<file path="config.mk">
export PLATFORM = sky130hd
export DESIGN_NAME = dsig_dac_flat
export DESIGN_NICKNAME = d
export VERILOG_FILES = /design/src/rtl/dsig_pkg.sv /design/src/rtl/dsig_dac_if.sv /design/src/rtl/dsig_fifo.sv /design/src/rtl/dsig_dac.sv /design/src/flat_wrapper.sv
export SDC_FILE = /design/constraint.sdc
export NUM_CORES = 1
export LEC_CHECK = 0
export CORE_UTILIZATION = 35
export DETAILED_ROUTE_END_ITERATION = 10
export PLACE_DENSITY = 0.59
export SYNTH_ARGS = -nofsm -noshare
export SYNTH_HDL_FRONTEND = slang
export SYNTH_HIERARCHICAL = 1
export SYNTH_SLANG_ARGS = --single-unit
</file>
<file path="constraint.sdc">
create_clock -name clk_i -period 2.9 [get_ports clk_i]
set_input_delay 0.725 -clock clk_i [delete_from_list [all_inputs] [get_ports clk_i]]
set_output_delay 0.725 -clock clk_i [all_outputs]
set_load 0.02 [all_outputs]
</file>
<file path="src/rtl/dsig_pkg.sv">
// Shared types and helpers for the delta-sigma DAC stage.
// Holds the default sample width, the sample type and the divider/offset helpers.
package dsig_pkg;

   localparam int unsigned DATA_BITS = 24;

   typedef logic signed [DATA_BITS-1:0] sample_t;

   function automatic int unsigned calc_div(input int unsigned clk_freq,
                                            input int unsigned sample_rate);
      return clk_freq / sample_rate;
   endfunction

   // Two's complement to offset binary: flip the sign bit.
   function automatic logic [DATA_BITS-1:0] to_offset(input sample_t s);
      return {~s[DATA_BITS-1], s[DATA_BITS-2:0]};
   endfunction

endpackage

</file>
<file path="src/rtl/dsig_dac_if.sv">
// Sample handshake between the UART receive path and the DAC stage.
interface dsig_dac_if
   import dsig_pkg::*;
#(
   parameter int unsigned DATA_BITS = dsig_pkg::DATA_BITS
);

   logic [DATA_BITS-1:0] data_i;
   logic                 valid_i;
   logic                 ready_o;

   modport master (output data_i, output valid_i, input ready_o);
   modport slave  (input data_i, input valid_i, output ready_o);

endinterface

</file>
<file path="src/rtl/dsig_fifo.sv">
// Synchronous show-ahead FIFO; pointers carry one extra wrap bit to separate full from empty.
module dsig_fifo
   import dsig_pkg::*;
#(
   parameter int unsigned DATA_BITS = dsig_pkg::DATA_BITS,
   parameter int unsigned DEPTH     = 4
) (
   input  logic                 clk_i,
   input  logic                 rst_i,
   input  logic                 i_push,
   input  logic                 i_pop,
   input  logic [DATA_BITS-1:0] i_din,
   output logic [DATA_BITS-1:0] o_dout,
   output logic                 o_full,
   output logic                 o_empty
);

   localparam int unsigned AW = $clog2(DEPTH);

   logic [DATA_BITS-1:0] r_mem [DEPTH];
   logic [AW:0]          r_wp;
   logic [AW:0]          r_rp;
   logic                 w_wr;
   logic                 w_rd;

   assign o_empty = (r_wp == r_rp);
   assign o_full  = (r_wp[AW] != r_rp[AW]) && (r_wp[AW-1:0] == r_rp[AW-1:0]);
   assign o_dout  = r_mem[r_rp[AW-1:0]];
   assign w_wr    = i_push && !o_full;
   assign w_rd    = i_pop && !o_empty;

   always_ff @(posedge clk_i) begin
      if (w_wr) r_mem[r_wp[AW-1:0]] <= i_din;
   end

   always_ff @(posedge clk_i) begin
      if (rst_i) begin
         r_wp <= '0;
         r_rp <= '0;
      end else begin
         if (w_wr) r_wp <= r_wp + 1'b1;
         if (w_rd) r_rp <= r_rp + 1'b1;
      end
   end

endmodule

</file>
<file path="src/rtl/dsig_dac.sv">
// First-order delta-sigma DAC: buffers samples, pops one per sample tick,
// and modulates the current sample into a 1-bit pulse-density stream.
module dsig_dac
   import dsig_pkg::*;
#(
   parameter int unsigned DATA_BITS   = dsig_pkg::DATA_BITS,
   parameter int unsigned CLK_FREQ    = 50000000,
   parameter int unsigned SAMPLE_RATE = 48000,
   parameter int unsigned FIFO_DEPTH  = 4
) (
   input  logic       clk_i,
   input  logic       rst_i,
   dsig_dac_if.slave  bus,
   input  logic       clr_underrun_i,
   output logic       dsm_o,
   output logic       underrun_o
);

   localparam int unsigned DIV   = calc_div(CLK_FREQ, SAMPLE_RATE);
   localparam int unsigned DIV_W = $clog2(DIV);

   logic [DIV_W-1:0]     r_div;
   logic [DATA_BITS-1:0] r_cur;
   logic [DATA_BITS-1:0] r_acc;
   logic                 r_armed;
   logic                 r_dsm;
   logic                 r_underrun;

   logic                 w_tick;
   logic                 w_push;
   logic                 w_pop;
   logic                 w_full;
   logic                 w_empty;
   logic [DATA_BITS-1:0] w_head;
   logic [DATA_BITS-1:0] w_u;
   logic [DATA_BITS:0]   w_sum;

   assign w_tick      = (r_div == DIV_W'(DIV - 1));
   assign w_push      = bus.valid_i && !w_full;
   assign w_pop       = w_tick && !w_empty;
   assign bus.ready_o = !w_full;
   assign w_u         = {~r_cur[DATA_BITS-1], r_cur[DATA_BITS-2:0]};
   assign w_sum       = {1'b0, r_acc} + {1'b0, w_u};
   assign dsm_o       = r_dsm;
   assign underrun_o  = r_underrun;

   dsig_fifo #(
      .DATA_BITS (DATA_BITS),
      .DEPTH     (FIFO_DEPTH)
   ) u_fifo (
      .clk_i   (clk_i),
      .rst_i   (rst_i),
      .i_push  (w_push),
      .i_pop   (w_pop),
      .i_din   (bus.data_i),
      .o_dout  (w_head),
      .o_full  (w_full),
      .o_empty (w_empty)
   );

   always_ff @(posedge clk_i) begin
      if (rst_i) begin
         r_div      <= '0;
         r_cur      <= '0;
         r_acc      <= '0;
         r_armed    <= 1'b0;
         r_dsm      <= 1'b0;
         r_underrun <= 1'b0;
      end else begin
         r_div <= w_tick ? '0 : r_div + 1'b1;
         if (w_pop) r_cur <= w_head;
         {r_dsm, r_acc} <= w_sum;
         if (w_push) r_armed <= 1'b1;
         // A fresh underrun outranks a same-cycle clear.
         if (w_tick && w_empty && r_armed) r_underrun <= 1'b1;
         else if (clr_underrun_i)          r_underrun <= 1'b0;
      end
   end

endmodule

</file>
<file path="src/flat_wrapper.sv">
// flat-port wrapper written by rule: the top's interface ports become plain ports
module dsig_dac_flat import dsig_pkg::*;
#(
   parameter int unsigned DATA_BITS   = dsig_pkg::DATA_BITS,
   parameter int unsigned CLK_FREQ    = 50000000,
   parameter int unsigned SAMPLE_RATE = 48000,
   parameter int unsigned FIFO_DEPTH  = 4
)
  (clk_i, rst_i, clr_underrun_i, dsm_o, underrun_o, bus_data_i, bus_valid_i, bus_ready_o);
  dsig_dac_if #(.DATA_BITS(DATA_BITS)) bus_i ();
  input  logic clk_i;
  input  logic rst_i;
  input  logic clr_underrun_i;
  output logic dsm_o;
  output logic underrun_o;
  input wire logic [$bits(bus_i.data_i)-1:0] bus_data_i;
  input wire logic [$bits(bus_i.valid_i)-1:0] bus_valid_i;
  output wire logic [$bits(bus_i.ready_o)-1:0] bus_ready_o;
  assign bus_i.data_i = bus_data_i;
  assign bus_i.valid_i = bus_valid_i;
  assign bus_ready_o = bus_i.ready_o;
  dsig_dac #(.DATA_BITS(DATA_BITS), .CLK_FREQ(CLK_FREQ), .SAMPLE_RATE(SAMPLE_RATE), .FIFO_DEPTH(FIFO_DEPTH)) u_core (.clk_i(clk_i), .rst_i(rst_i), .bus(bus_i), .clr_underrun_i(clr_underrun_i), .dsm_o(dsm_o), .underrun_o(underrun_o));
endmodule
</file>
Word-level counts from Yosys, hierarchy flattened
Memory sizes are Yosys's and may differ from the RTL's. A register that Yosys moved wholly into a read port is not among the register bits.
Index checks and enable logic that the tools add are counted.
{ "word_totals": {"ff_bits": 44, "latch_bits": 0, "mem_bits_rw": 96, "romBits": 0, "input_bits": 28, "out_inout_bits": 3, "elab_cells": 32, "n_memories": 1} }
{ "op_classes": {"n_addsub": 4, "mul": 0, "div_mod_pow": 0, "n_lt_le_gt_ge": 0, "eq_ne": 4, "shift": 0, "mux": 4, "bitwise_logic": 1, "reduce_logical": 11} }
{ "memory_table": {"columns": ["memory", "depth", "width", "read_ports", "rd_ports_with_merged_regs", "write_ports", "line_no", "source"], "rows": [
  ["u_core.u_fifo.r_mem", 4, 24, 1, 1, 1, "dsig_fifo.sv:20", "logic [DATA_BITS-1:0] r_mem [DEPTH];"]
]} }
{ "op_table": {"columns": ["cell", "count"], "rows": [
  ["24-bit by 24-bit adder with 25-bit output", 1],
  ["11-bit by 1-bit adder with 11-bit output, second input constant", 1],
  ["11-bit equality test, second input constant", 1],
  ["1-bit logical AND", 7],
  ["3-bit by 1-bit adder with 3-bit output, second input constant", 2],
  ["1-bit 2-to-1 mux", 4],
  ["3-bit equality test", 1],
  ["2-bit equality test", 1],
  ["1-bit logical NOT", 2],
  ["2-bit nonzero test", 1],
  ["2-bit OR reduction", 1],
  ["1-bit != test", 1],
  ["1-bit inverter", 1]
]} }

Longest topological paths before layout
{ "depth": {"ltp_word": 7, "depth_mapped": 11} }

Hierarchy
The synthesis kept the hierarchy.
{ "by_module_without_submodules": {"columns": ["module", "n_inst", "cells_per_inst", "area_each_um2", "seq_area_each_um2"], "rows": [
  ["dsig_fifo", 1, 194, 4038.9, 3042.9],
  ["dsig_dac", 1, 405, 3279.4, 1241.2]
]} }

Worst setup path before layout
No wires, ideal clock.
{ "synth_timing": {"path_kind": "register to register", "startpoint": "register u_core.u_fifo.r_rp[1]", "endpoint": "memory u_core.u_fifo.r_mem[3][0] (enable)", "arrival_time_ps": 2573, "required_ps": 2480, "setup_slack_ps": -92, "path_stages_with_launch": 8, "path_cell_list": "dfxtp_1 > clkbuf_4 > xnor2_1 > nand2_1 > nor2_1 > nor2b_1 > nand2_1 > a31oi_1"} }
{ "synth_between": {"elab_chain_cells": 7} }
{ "synth_rtl": {"columns": ["element", "line_no", "source"], "rows": [
  ["from (decl)", "dsig_fifo.sv:22", "logic [AW:0] r_rp;"],
  ["from (signal assigned)", "dsig_fifo.sv:42", "if (w_rd) r_rp <= r_rp + 1'b1;"],
  ["2-bit equality test", "dsig_fifo.sv:27", "assign o_full = (r_wp[AW] != r_rp[AW]) && (r_wp[AW-1:0] == r_rp[AW-1:0]);"],
  ["1-bit logical AND", "dsig_fifo.sv:27", null],
  ["net u_core.w_full", "dsig_dac.sv:32", "logic w_full;"],
  ["1-bit logical NOT", "dsig_dac.sv:39", "assign w_push = bus.valid_i && !w_full;"],
  ["1-bit logical AND", "dsig_dac.sv:39", null],
  ["net u_core.w_push", "dsig_dac.sv:30", "logic w_push;"],
  ["1-bit logical AND", "dsig_fifo.sv:29", "assign w_wr = i_push && !o_full;"],
  ["1-bit 2-to-1 mux", "dsig_fifo.sv:33", "if (w_wr) r_mem[r_wp[AW-1:0]] <= i_din;"],
  ["1-bit 2-to-1 mux (implied by the code)", "dsig_fifo.sv:33", null],
  ["to (decl)", "dsig_fifo.sv:20", null]
]} }
The timed path passes the listed nets, and every way through them passes these cells.

Worst setup path in the final report
{ "layout_timing": {"startpoint": "register u_core.u_fifo.r_wp[0]", "endpoint": "output bus_ready_o"} }
{ "layout_between": {"elab_chain_cells": 3} }
{ "layout_rtl": {"columns": ["element", "line_no", "source"], "rows": [
  ["from (decl)", "dsig_fifo.sv:21", "logic [AW:0] r_wp;"],
  ["from (signal assigned)", "dsig_fifo.sv:41", "if (w_wr) r_wp <= r_wp + 1'b1;"],
  ["2-bit equality test", "dsig_fifo.sv:27", null],
  ["1-bit logical AND", "dsig_fifo.sv:27", null],
  ["net u_core.w_full", "dsig_dac.sv:32", null],
  ["1-bit logical NOT", "dsig_dac.sv:41", "assign bus.ready_o = !w_full;"],
  ["to (decl)", "flat_wrapper.sv:18", "output wire logic [$bits(bus_i.ready_o)-1:0] bus_ready_o;"]
]} }
The timed path passes the listed nets, and every way through them passes these cells.

==> impl_metrics.yaml <==
min_path:
  holdCritPathClass: "flip-flop to flip-flop"
  holdPathEnd: "u_core/r_cur[23]"
  worstHoldStart: "u_core/r_cur[23]"
  hold_depth: 2
clock_tree:
  cts_buffers: 17
  cts.sinks: 166
  h-tree-depth: 4
  cts_tree: "yes"
  path_clk_slew_ns: 0.07
  hold_buffers: 0
  cts.path.max_buffers: 2
  clk_latency_ns: 0.42
  cts_root_buffer: "clkbuf_16"
detailed_routing:
  drc_errors: 0
  postRouteAntennaNets: 0
  totalWireLength_um: 14100
  via_count: 4711
  wire_per_inst_um: 15.2
  post_drt_via_cell_ratio: 5.11
  dr.first_iter.drc_count: 342
  first_pass_iters: 5
die:
  core_area_um2: 20400
  die_w_um: 147
  dieArea_um2: 21500
  std_cell_rows: 52
  start_util_pct: 35.9
  io_pins: 31
  fp.dieH_um: 147
placed_design:
  io_buffers: 30
  hpwl_um: 9490
  placed_cells: 889
  place.gp.congestion: 0.851
power:
  ir_drop_v: 0.000443
  p_clk_share_pct: 43.2
  p_per_area_nw_per_um2: 619
  p_sw_share_pct: 24.2
  p_int_mw: 4.05
  comb_power_share_pct: 6.6
  p_leak_nw: 3.02
  power.switching_mw: 1.29
  finalPower_mw: 5.34
  seqPwrFrac_pct: 50.2
timing:
  finalHoldViolCount: 0
  rsz0062_at_grt: "false"
  worst_clock_skew_ns: 0.00998
  period_needed_ns: 2.75
  fin_crit_sh_pct: 94.9
  max-slew-margin-rel_pct: 58.7
  tns_ns: 0
  worst_hold_slack_ns: 0.460
  worst_pin_slew_ns: 0.619
  max_freq_mhz: 363
  finalSetupViolCount: 0
  maxSlewViolCount: 0
worst_setup_path:
  worstSetupStartpointType: "flip-flop"
  reg2regPathDepth: 9
  critPathKind: "flip-flop to output port"
  r2r_end: "u_core/r_acc[18]"
  worstPathArrival_ns: 2.03
  worstPathRequired_ns: 2.17
  path_max_fanout: 7
  r2r_slack_ns: 0.18
  crit_path_end_kind: "output port"
  r2r_start: "u_core/r_cur[0]"
final_layout:
  fin_cells: 922
  drive_gt1_share_pct: 13.7
  nFillCells: 1879
  nets: 699
  antenna_cells: 0
  fin_util_pct: 42.4
  area_growth_pct: 17.9
global_routing:
  grtUsageMet3_pct: 3.13
  antenna_found_initial: 0
  grt_max_degree: 33
  busiest_layer: "met2"
  grt_pass1_vias: 4665
  gr-total-overflow: 0
  grt_pass1_wl_um: 23600
  grt_use_total_pct: 14.0
  gr-usage-met1_pct: 18.2
  use_met2_pct: 22.7
synthesis:
  synth_area_um2: 7320
  synth.avg_cell_area_um2: 12.2
  synth-edff-count: 96
  yosys_warnings: 6
  ys_ff_latch: 166
  yosys.cell_types.count: 56
  seq_area_frac_synth_pct: 58.5
  synthFlopType: "edfxtp_1"
  syn_inst: 599
  syn-num-nets: 659
  async_reset_ff_share_pct: 0
outcome:
  outcome: "finished clean"
flow_run:
  cap_viol_max_count: 0
-- cells in the mapped netlist, types with 2 or more instances --
cell      number  share of area, %
edfxtp_1      96                39
dfxtp_1       70                19
nand2_1       70               3.6
a21oi_1       50               3.4
nor2_1        47               2.4
ha_1          31               5.3
mux4_2        24               7.4
inv_1         18              0.92
o21ai_0       17               1.2
xor2_1        16               1.9
clkbuf_1      14              0.72
xnor2_1       14               1.7
a21o_1        10               1.0
nand3_1       10              0.68
nand4_1        9              0.77
a31oi_1        7              0.60
nor3_1         7              0.48
o21ai_1        7              0.48
buf_2          6              0.41
o211ai_1       6              0.62
a211oi_1       5              0.51
nor2b_1        5              0.43
nor3b_1        5              0.51
and2_1         4              0.34
and3_1         4              0.34
o21bai_1       4              0.41
or3_1          4              0.34
a211oi_2       2              0.34
a221o_1        2              0.27
a221oi_2       2              0.41
a41oi_1        2              0.24
and4_1         2              0.24
buf_4          2              0.21
mux2_1         2              0.31
nand2b_1       2              0.17
o21a_1         2              0.21
o31ai_1        2              0.21
-- per-stage QoR --
stage | instance area, um2 | setup WS, ns
global route | 8630 | 0.0105
detailed placement | 7990 | 0.110
global placement | 7990 | 0.155
CTS | 8610 | 0.0813
floorplan | 7320 | 0.256
finish | 8630 | 0.147
-- power by group through the flow --
stage	clock network [mW]	logic [mW]	registers [mW]
floorplan	0	0.196	2.71
global placement	0	0.351	2.72
detailed placement	0	0.356	2.73
CTS	2.37	0.358	2.68
global route	2.47	0.385	2.69
finish	2.31	0.353	2.68
-- registers in the layout (all words and copies together), names as in the netlist, named ones only --
| register | count |
|---|---|
| u_core/u_fifo/r_mem | 96 |
| u_core/u_fifo/r_rp | 3 |
| u_core/r_armed | 1 |
| u_core/u_fifo/r_wp | 3 |
| u_core/dsm_o | 1 |
| u_core/r_div | 11 |
| u_core/underrun_o | 1 |
| u_core/r_acc | 24 |
| u_core/r_cur | 24 |
-- cells in the final DEF (no fill, tap or decap), types with 10 or more instances in the layout --
master and count:
xor2_1 16, clkbuf_16 17, nand3_1 10, clkdlybuf4s50_1 29, ha_1 31, mux4_2 24
dfxtp_1 69, a21o_1 10, nor2_1 47, inv_1 18, xnor2_1 13, nand2_1 70
buf_4 13, edfxtp_1 96, o21ai_0 17, a21oi_1 50
-- routing by layer --
layer | vias to the layer above | routed length (um)
met4 | 0 | 202
li1 | 2298 | -
met2 | 102 | 6800
met5 | - | 0
met3 | 14 | 477
met1 | 2297 | 6580
-- cell families (layout without fill, tap and decap cells) --
family / Yosys count / after routing / synth area share [%]
flip-flops: 166 / 166 / 58.5
buffers and inverters: 45 / 98 / 2.80
XOR/XNOR: 30 / 30 / 3.59
AO/OA/AOI/OAI: 125 / 125 / 10.9
adder cells (fa/ha/maj): 32 / 32 / 5.57
multiplexers: 26 / 26 / 7.69
AND/OR/NAND/NOR: 175 / 175 / 10.9
-- worst max-delay path: stages, from the launching register on --
cell and delay, ns:
dfxtp_1 0.51, xnor2_1 0.19, nand2_1 0.16, nor2_1 0.17
inv_1 0.05, clkdlybuf4s50_1 0.53
-- worst max path at each step --
stage | end | from | cells past startpoint
after floorplan | u_core/r_acc[18] | u_core/r_cur[0] | 9
after global placement | u_core/r_acc[18] | u_core/r_cur[0] | 9
after detailed placement | u_core/r_acc[18] | u_core/r_cur[0] | 9
after CTS | u_core/r_acc[18] | u_core/r_cur[0] | 9
after global routing | bus_ready_o | u_core/u_fifo/r_wp[0] | 5
final | bus_ready_o | u_core/u_fifo/r_wp[0] | 5
-- what timing repair did --
item                       in CTS  in global routing
setup endpoints to repair       0                  2
gates resized for setup         0                  3
buffers inserted                0                  1
-- final cells by class --
class | count | area, um2 | share of cell area, %
flip-flops and latches | 166 | 4290 | 49.7
multi-input cells | 388 | 2850 | 33.0
repair buffers | 47 | 473 | 5.48
clock buffers | 17 | 425 | 4.93
well taps | 270 | 338 | 3.92
clock inverters | 15 | 190 | 2.20
inverters | 19 | 71.3 | 0.827
No activity file was read; power rests on OpenSTA's default activity.
